--- src/rtl/memory_seq_pkg.sv ---
// Constants and state type shared by the external-SRAM sequencers:
// blanking writer, read-back checker and any later read-side sequencers.
package memory_seq_pkg;

  localparam int unsigned MEM_ADDR_WIDTH     = 18;
  localparam int unsigned MEM_DATA_WIDTH     = 32;
  localparam logic [31:0] BLANK_PATTERN      = 32'h77553311;
  localparam int unsigned BLANK_LAST_ADDRESS = 262141;

  typedef enum logic [1:0] {
    IDLE,
    ISSUE,
    DRAIN,
    DONE
  } seq_state_e;

endpackage

--- src/rtl/read_tag_pipe.sv ---
// Depth-N shift register of {valid, tag}. It tracks which address each returning
// read word belongs to, so a read can be matched with its data.
module read_tag_pipe #(
  parameter int unsigned DEPTH     = 2,
  parameter int unsigned TAG_WIDTH = 18
) (
  input  logic                 clk,
  input  logic                 reset_n,
  input  logic                 flush,
  input  logic                 push_valid,
  input  logic [TAG_WIDTH-1:0] push_tag,
  output logic                 out_valid,
  output logic [TAG_WIDTH-1:0] out_tag,
  output logic                 busy
);

  logic [DEPTH-1:0]     valid_q;
  logic [TAG_WIDTH-1:0] tag_q [DEPTH];

  always_ff @(posedge clk or negedge reset_n) begin
    if (!reset_n) begin
      valid_q <= '0;
      for (int i = 0; i < DEPTH; i++) tag_q[i] <= '0;
    end else if (flush) begin
      valid_q <= '0;
      for (int i = 0; i < DEPTH; i++) tag_q[i] <= '0;
    end else begin
      valid_q[0] <= push_valid;
      tag_q[0]   <= push_tag;
      for (int i = 1; i < DEPTH; i++) begin
        valid_q[i] <= valid_q[i-1];
        tag_q[i]   <= tag_q[i-1];
      end
    end
  end

  assign out_valid = valid_q[DEPTH-1];
  assign out_tag   = tag_q[DEPTH-1];
  assign busy      = |valid_q;

endmodule

--- src/rtl/memory_verify.sv ---
// Read-back checker for the external SRAM. It sweeps 0..LAST_ADDRESS and compares every word
// with the blanking pattern. It reports the error count and the first failing address and data.
module memory_verify
  import memory_seq_pkg::*;
#(
  parameter int unsigned ADDR_WIDTH   = MEM_ADDR_WIDTH,
  parameter int unsigned LAST_ADDRESS = BLANK_LAST_ADDRESS,
  parameter logic [31:0] PATTERN      = BLANK_PATTERN,
  parameter int unsigned READ_LATENCY = 2
) (
  input  logic                  clk,
  input  logic                  reset_n,
  input  logic                  pause,
  input  logic [31:0]           data_read,
  output logic                  wren,
  output logic [ADDR_WIDTH-1:0] address,
  input  logic                  enable,
  output logic                  done,
  output logic                  pass,
  output logic [ADDR_WIDTH:0]   error_count,
  output logic [ADDR_WIDTH-1:0] first_error_address,
  output logic [31:0]           first_error_data
);

  localparam int unsigned CW       = ADDR_WIDTH + 1;
  localparam logic [CW-1:0] LAST   = CW'(LAST_ADDRESS);
  localparam logic [CW-1:0] ERR_MAX = '1;

  seq_state_e            state_q, state_d;
  logic [CW-1:0]         counter_q, counter_d;
  logic [ADDR_WIDTH-1:0] address_q, address_d;
  logic [CW-1:0]         error_count_q, error_count_d;
  logic [ADDR_WIDTH-1:0] first_addr_q, first_addr_d;
  logic [31:0]           first_data_q, first_data_d;

  logic                  push_valid;
  logic                  pipe_valid;
  logic [ADDR_WIDTH-1:0] pipe_tag;
  logic                  pipe_busy;

  // Dropping enable flushes in-flight reads so a restarted sweep never sees stale tags.
  read_tag_pipe #(
    .DEPTH    (READ_LATENCY),
    .TAG_WIDTH(ADDR_WIDTH)
  ) u_tag_pipe (
    .clk       (clk),
    .reset_n   (reset_n),
    .flush     (!enable),
    .push_valid(push_valid),
    .push_tag  (counter_q[ADDR_WIDTH-1:0]),
    .out_valid (pipe_valid),
    .out_tag   (pipe_tag),
    .busy      (pipe_busy)
  );

  always_comb begin
    state_d       = state_q;
    counter_d     = counter_q;
    address_d     = address_q;
    error_count_d = error_count_q;
    first_addr_d  = first_addr_q;
    first_data_d  = first_data_q;
    push_valid    = 1'b0;

    if (!enable) begin
      state_d       = IDLE;
      counter_d     = '0;
      address_d     = '0;
      error_count_d = '0;
      first_addr_d  = '0;
      first_data_d  = '0;
    end else begin
      unique case (state_q)
        IDLE: begin
          state_d       = ISSUE;
          counter_d     = '0;
          error_count_d = '0;
          first_addr_d  = '0;
          first_data_d  = '0;
        end
        ISSUE: begin
          if (!pause) begin
            address_d  = counter_q[ADDR_WIDTH-1:0];
            push_valid = 1'b1;
            counter_d  = counter_q + 1'b1;
            if (counter_q == LAST) state_d = DRAIN;
          end
        end
        DRAIN: begin
          if (!pipe_busy) state_d = DONE;
        end
        DONE: begin
        end
        default: state_d = IDLE;
      endcase

      if (pipe_valid && (data_read != PATTERN)) begin
        if (error_count_q != ERR_MAX) error_count_d = error_count_q + 1'b1;
        if (error_count_q == '0) begin
          first_addr_d = pipe_tag;
          first_data_d = data_read;
        end
      end
    end
  end

  always_ff @(posedge clk or negedge reset_n) begin
    if (!reset_n) begin
      state_q       <= IDLE;
      counter_q     <= '0;
      address_q     <= '0;
      error_count_q <= '0;
      first_addr_q  <= '0;
      first_data_q  <= '0;
    end else begin
      state_q       <= state_d;
      counter_q     <= counter_d;
      address_q     <= address_d;
      error_count_q <= error_count_d;
      first_addr_q  <= first_addr_d;
      first_data_q  <= first_data_d;
    end
  end

  assign wren                = 1'b0;
  assign address             = address_q;
  assign done                = (state_q == DONE);
  assign pass                = done && (error_count_q == '0);
  assign error_count         = error_count_q;
  assign first_error_address = first_addr_q;
  assign first_error_data    = first_data_q;

endmodule

--- config.mk ---
export PLATFORM = sky130hd
export DESIGN_NAME = memory_verify
export DESIGN_NICKNAME = d
export VERILOG_FILES = /design/src/rtl/memory_seq_pkg.sv /design/src/rtl/read_tag_pipe.sv /design/src/rtl/memory_verify.sv
export SDC_FILE = /design/constraint.sdc
export NUM_CORES = 1
export LEC_CHECK = 0
export BUFFER_PORTS_ARGS = -buffer_cell sky130_fd_sc_hd__buf_2
export CAP_MARGIN = 10
export CORE_MARGIN = 2
export CORE_UTILIZATION = 50
export DETAILED_ROUTE_END_ITERATION = 16
export GPL_TIMING_DRIVEN = 0
export MAX_ROUTING_LAYER = met4
export PLACE_DENSITY = 0.84
export SYNTH_ARGS = -nofsm -noshare
export SYNTH_HDL_FRONTEND = slang
export SYNTH_SLANG_ARGS = --single-unit
export TNS_END_PERCENT = 10
--- constraint.sdc ---
create_clock -name clk -period 1.8 [get_ports clk]
set_input_delay 0.27 -clock clk [delete_from_list [all_inputs] [get_ports clk]]
set_output_delay 0.27 -clock clk [all_outputs]
set_load 0.01 [all_outputs]
Word level (Yosys, flattened, before mapping)
Cells that the tools add are included.

word-level totals
  register bits after elaboration = 146
  bits of input ports = 36
  output and inout bits = 90
  word-level logic and storage cells = 59

cells by class
  add/sub/neg operators = 2
  equality and inequality tests = 13
  multiplexer cells = 27
  reductions and logical operators = 8

operators by type and width
  kind                                                                number
  32-bit two-way mux                                                  4
  18-bit two-way mux                                                  7
  19-bit two-way mux                                                  6
  19-bit by 1-bit adder with 19-bit output (second input constant)    2
  19-bit one-hot mux with 2 select lines                              1
  36-bit two-way mux                                                  1
  32-bit by 31-bit != test with 1-bit output (second input constant)  1
  19-bit by 18-bit == test with 1-bit output (second input constant)  1
  19-bit logical NOT                                                  1
  19-bit != test (second input constant)                              1
  2-bit two-way mux                                                   5
  3-bit != test (second input constant)                               3
  2-bit one-hot mux with 3 select lines                               1
  2-bit == test (second input constant)                               2
  4-bit by 1-bit != test with 1-bit output (second input constant)    1
  2-bit AND reduction                                                 2
  4-bit AND reduction                                                 1
  3-bit by 1-bit != test with 1-bit output (second input constant)    1
  2-bit by 1-bit == test with 1-bit output (second input constant)    1
  1-bit logical AND                                                   2
  2-bit logical NOT                                                   1
  1-bit two-way mux                                                   2
  2-bit by 1-bit != test with 1-bit output (second input constant)    1
  2-bit != test (second input constant)                               1
  2-bit OR reduction                                                  1

Longest topological paths before layout
  word-level depth = 5
  mapped depth = 9
  gate-level depth less buffers = 7

By module
A second synthesis with hierarchy kept.

unflattened totals
  cells, all modules = 651
  area, all modules = 6960.4 sq um

by module, submodules not included
  module         times used  cells each  area an instance (sq um)  sequential area each (sq um)
  memory_verify  1           552         5416.4                    2702.6
  read_tag_pipe  1           99          1544.0                    950.9

Worst setup path before layout
No wires, ideal clock.

  kind = reg2out
  start point = register error_count_q[0], in the netlist error_count[0]
  end point = output pass
  data arrival time = 1.761 ns
  data required time = 1.530 ns
  path slack = -0.231 ns
  cell stages (with the launch flop) = 6
  path buffers = 0
  cell sequence = dfrtp_1 > inv_1 > ha_1 > or4b_1 > nor3_2 > nor4bb_1

on the way
  word-level cells in the longest chain between the ends = 2

RTL lines
  what                    line                  RTL
  start, declared         memory_verify.sv:32   logic [CW-1:0] error_count_q, error_count_d;
  start signal, assigned  memory_verify.sv:119  error_count_q <= error_count_d;
  19-bit logical NOT      memory_verify.sv:128  assign pass = done && (error_count_q == '0);
  1-bit logical AND       memory_verify.sv:128
  end, declared           memory_verify.sv:19   output logic pass,

Every way passes these cells.

Final worst setup path
  start point = register error_count_q[14], in the netlist error_count[14]
  end point = register first_data_q[9], in the netlist first_error_data[9]

on the way
  word-level cells in the longest chain between the ends = 4

RTL lines
  what                       line                  RTL
  19-bit logical NOT         memory_verify.sv:99   if (error_count_q == '0) begin
  32-bit two-way mux         memory_verify.sv:99
  32-bit two-way mux         memory_verify.sv:97   if (pipe_valid && (data_read != PATTERN)) begin
  32-bit two-way mux         memory_verify.sv:65   if (!enable) begin
  named net first_data_d[9]  memory_verify.sv:34   logic [31:0] first_data_q, first_data_d;
  end signal, assigned       memory_verify.sv:121  first_data_q <= first_data_d;
  end, declared              memory_verify.sv:34

The timed path passes the listed nets, and every way through them passes these cells.
A chain may end at the register's enable or synchronous reset.

==> flow_metrics.tcl <==
set metrics [dict create \
    top_layer "met4" \
    fin_util_pct 67.8 \
    maxSlewHeadroom_pct 51.6 \
    clock_sinks 146 \
    final_cell_area_sq_um 8970 \
    finalSetupViolations 76 \
    crit_top_cell "buf_12" \
    core_area_sq_um 13200 \
    cts_root_buffer "clkbuf_16" \
    worstPathRequired_ns 2.15 \
    ys.warnings.count 0 \
    synth.net_count 695 \
    syn_avg_cell_area_sq_um 10.4 \
    finalSetupTns_ns -31.33 \
    fin_nets 860 \
    hold_slack_ns 0.0881 \
    worstPathArrival_ns 2.73 \
    ant_nets 0 \
    synth_edf_count 0 \
    p_leak_nw 4.14 \
    cts_tree "done" \
    wl_um 18500 \
    finalHoldViolations 0 \
    grt_pass1_vias 5772 \
    drtPass1Iterations 5 \
    synth_area_leader_cell "dfrtp_1" \
    dr_wl_met2_um 8950 \
    ys_ff_latch 146 \
    hp-start "data_read[8]" \
    rr_endpoint "first_error_data[9]$_DFF_PN0_" \
    wl_per_cell_um 18.4 \
    dp_hpwl_um 11600 \
    ios 126 \
    hold_class "in2reg" \
    yosysTopAreaCellShare_pct 53.9 \
    yosysSeqAreaShare_pct 53.9 \
    clock_path_buffers 2 \
    critical_path_class "reg2reg" \
    fin_ws_ns -0.580 \
    synth_flop_cell "dfrtp_1" \
    m1WireLength_um 7780 \
    clk-insertion-delay-late_ns 0.43 \
    drc 0 \
    max_freq_mhz 420 \
    synth_common_cells "dfrtp_1, nand3_1, nand2_1" \
    crit_path_end_kind "register" \
    rsz0062_at_grt "yes" \
    cts.htree.levels 4 \
    grt_pass1_wl_um 29700 \
    nFillCells 956 \
    min_to "first_error_data[8]$_DFF_PN0_" \
    overflow 0 \
    drt_iter0_drc 594 \
    start_util_pct 51.2 \
    rrSetupSlack_ns -0.58 \
    skew_ns 0.00799 \
    r2r_start "error_count[14]$_DFF_PN0_" \
    placed_area_sq_um 7670 \
    wl_met3_um 1390 \
    grt_max_degree 77 \
    worst_pin_slew_ns 0.725 \
    die_y_um 120 \
    layout_min_cycle_time_ns 2.38 \
    cpPeakStageDelay_ns 0.60 \
    cts_buffers 17 \
    maxCapViolCount 0 \
    maxSlewViolCount 0 \
    ys_types 62 \
    vias 5905 \
    start_kind "register" \
    portBuffers 124 \
    synthTopCellsByArea "dfrtp_1, nand3_1, a21oi_2" \
    diodes 0 \
    drt-vias-per-instance 5.88 \
    antenna_found_initial 0 \
    layout-drive-gt1-share_pct 37.9 \
    syn-cell-area_sq_um 6780 \
    netlist_instances 651 \
    violations "setup timing" \
    dieArea_sq_um 14500 \
    cpMaxStageDelayCell "or4_4" \
    gp_congestion 0.907 \
    whs_path_depth 3 \
    area_growth_pct 32.4 \
    critPathMaxFanout 7 \
    max-vdd-ir-drop_v 0.000804 \
    path_cells "or4_4, nor3_4, o2111a_4, buf_12, buf_12, buf_16, nand2_2, a21oi_2" \
    clk_pin_slew_ns 0.06 \
    grtUsageTotal_pct 26.8 \
    die_w_um 120 \
    period_share_pct 132 \
    rows 42 \
    reg2reg_depth 8 \
    finalPower_mw 8.90 \
    synth_most_common_cell "dfrtp_1" \
    status "finished with violations" \
    powerDensity_nw_per_um2 992 \
    async_flop_share_pct 100 \
]
-- through the flow --
stage | instances | setup WS (ns)
final | 1004 | -0.580
after floorplan | 651 | -0.136
after detailed placement | 952 | -0.537
after global placement | 951 | -1.82
after CTS | 1003 | -0.621
after global routing | 1004 | -0.622
-- worst max path at each step --
stage | startpoint | end | cells past startpoint
CTS | error_count[0]$_DFF_PN0_ | pass | 6
global route | error_count[0]$_DFF_PN0_ | first_error_data[14]$_DFF_PN0_ | 12
detailed placement | data_read[10] | first_error_data[13]$_DFF_PN0_ | 7
global placement | reset_n | error_count[0]$_DFF_PN0_ | 1
finish | error_count[14]$_DFF_PN0_ | first_error_data[9]$_DFF_PN0_ | 8
floorplan | error_count[0]$_DFF_PN0_ | first_error_data[0]$_DFF_PN0_ | 8
-- registers in the layout (all words and copies together) (netlist names) --
register,cells
u_tag_pipe.valid_q,2
first_error_address,18
state_q,2
u_tag_pipe.out_tag,18
u_tag_pipe.tag_q,18
address,18
counter_q,19
first_error_data,32
error_count,19
-- critical path: cells and delay by family, from the launching register on --
| family | cells | cell delay (ns) |
|---|---|---|
| and+or+nand+nor | 3 | 1.03 |
| DFF | 1 | 0.45 |
| buffers and inverters | 3 | 0.38 |
| AOI/OAI and AO/OA | 2 | 0.43 |
-- placed cells by master (no fill, tap or decap), types with 12 or more instances in the layout --
cell         n
nor2_1      20
nand3_1     61
nand2_1     58
a21oi_1     23
nand3_2     15
a21oi_2     42
and2_1      42
o21ai_0     12
nand4_1     14
xor2_1      14
buf_2      129
clkbuf_16   17
dfrtp_1    141
nand2_2     20
clkbuf_1    20
a22o_1      19
-- layer usage --
layer / track usage, % / vias to the layer above
li1: - / 2669
met1: 35.1 / 2891
met2: 41.5 / 309
met3: 5.80 / 36
met4: 10.0 / 0
met5: - / -
-- layout make-up --
type | instances | area (sq um) | area share [%]
plain buffers | 45 | 313 | 3.49
repair buffers | 146 | 928 | 10.3
inverters | 12 | 45.0 | 0.502
clock inverters | 12 | 204 | 2.27
multi-input cells | 448 | 3150 | 35.1
flip-flops and latches | 146 | 3660 | 40.8
clock buffers | 19 | 453 | 5.05
well taps | 176 | 220 | 2.45
-- logic make-up after synthesis --
logic type               Yosys count  synth area share (%)
AND/OR/NAND/NOR                  282                  22.6
buffers and inverters             58                  4.15
adder cells (fa/ha/maj)            8                  1.48
XOR/XNOR                          18                  2.33
AO/OA/AOI/OAI                    137                  15.3
other                              1                0.0553
flip-flops                       146                  53.9
multiplexers                       1                 0.148
-- repair_timing --
| item | in CTS | in global routing |
|---|---|---|
| hold buffers | 1 | 0 |
| gates resized for setup | 80 | 19 |
| cloned | 9 | 0 |
| endpoints found under the setup margin | 108 | 97 |
| pin swaps | 35 | 9 |
| endpoints found under the hold margin | 75 | 0 |
| setup buffers | 11 | 1 |
-- report_power, final --
part	switching, mW	leakage [nW]	total (mW)	internal, mW
clock	1.41	0.317	3.95	2.53
combinational	1.01	1.79	1.53	0.528
sequential	0.0742	2.03	3.42	3.35
total	2.49	4.14	8.90	6.41
(Power assumes the default switching activity.)
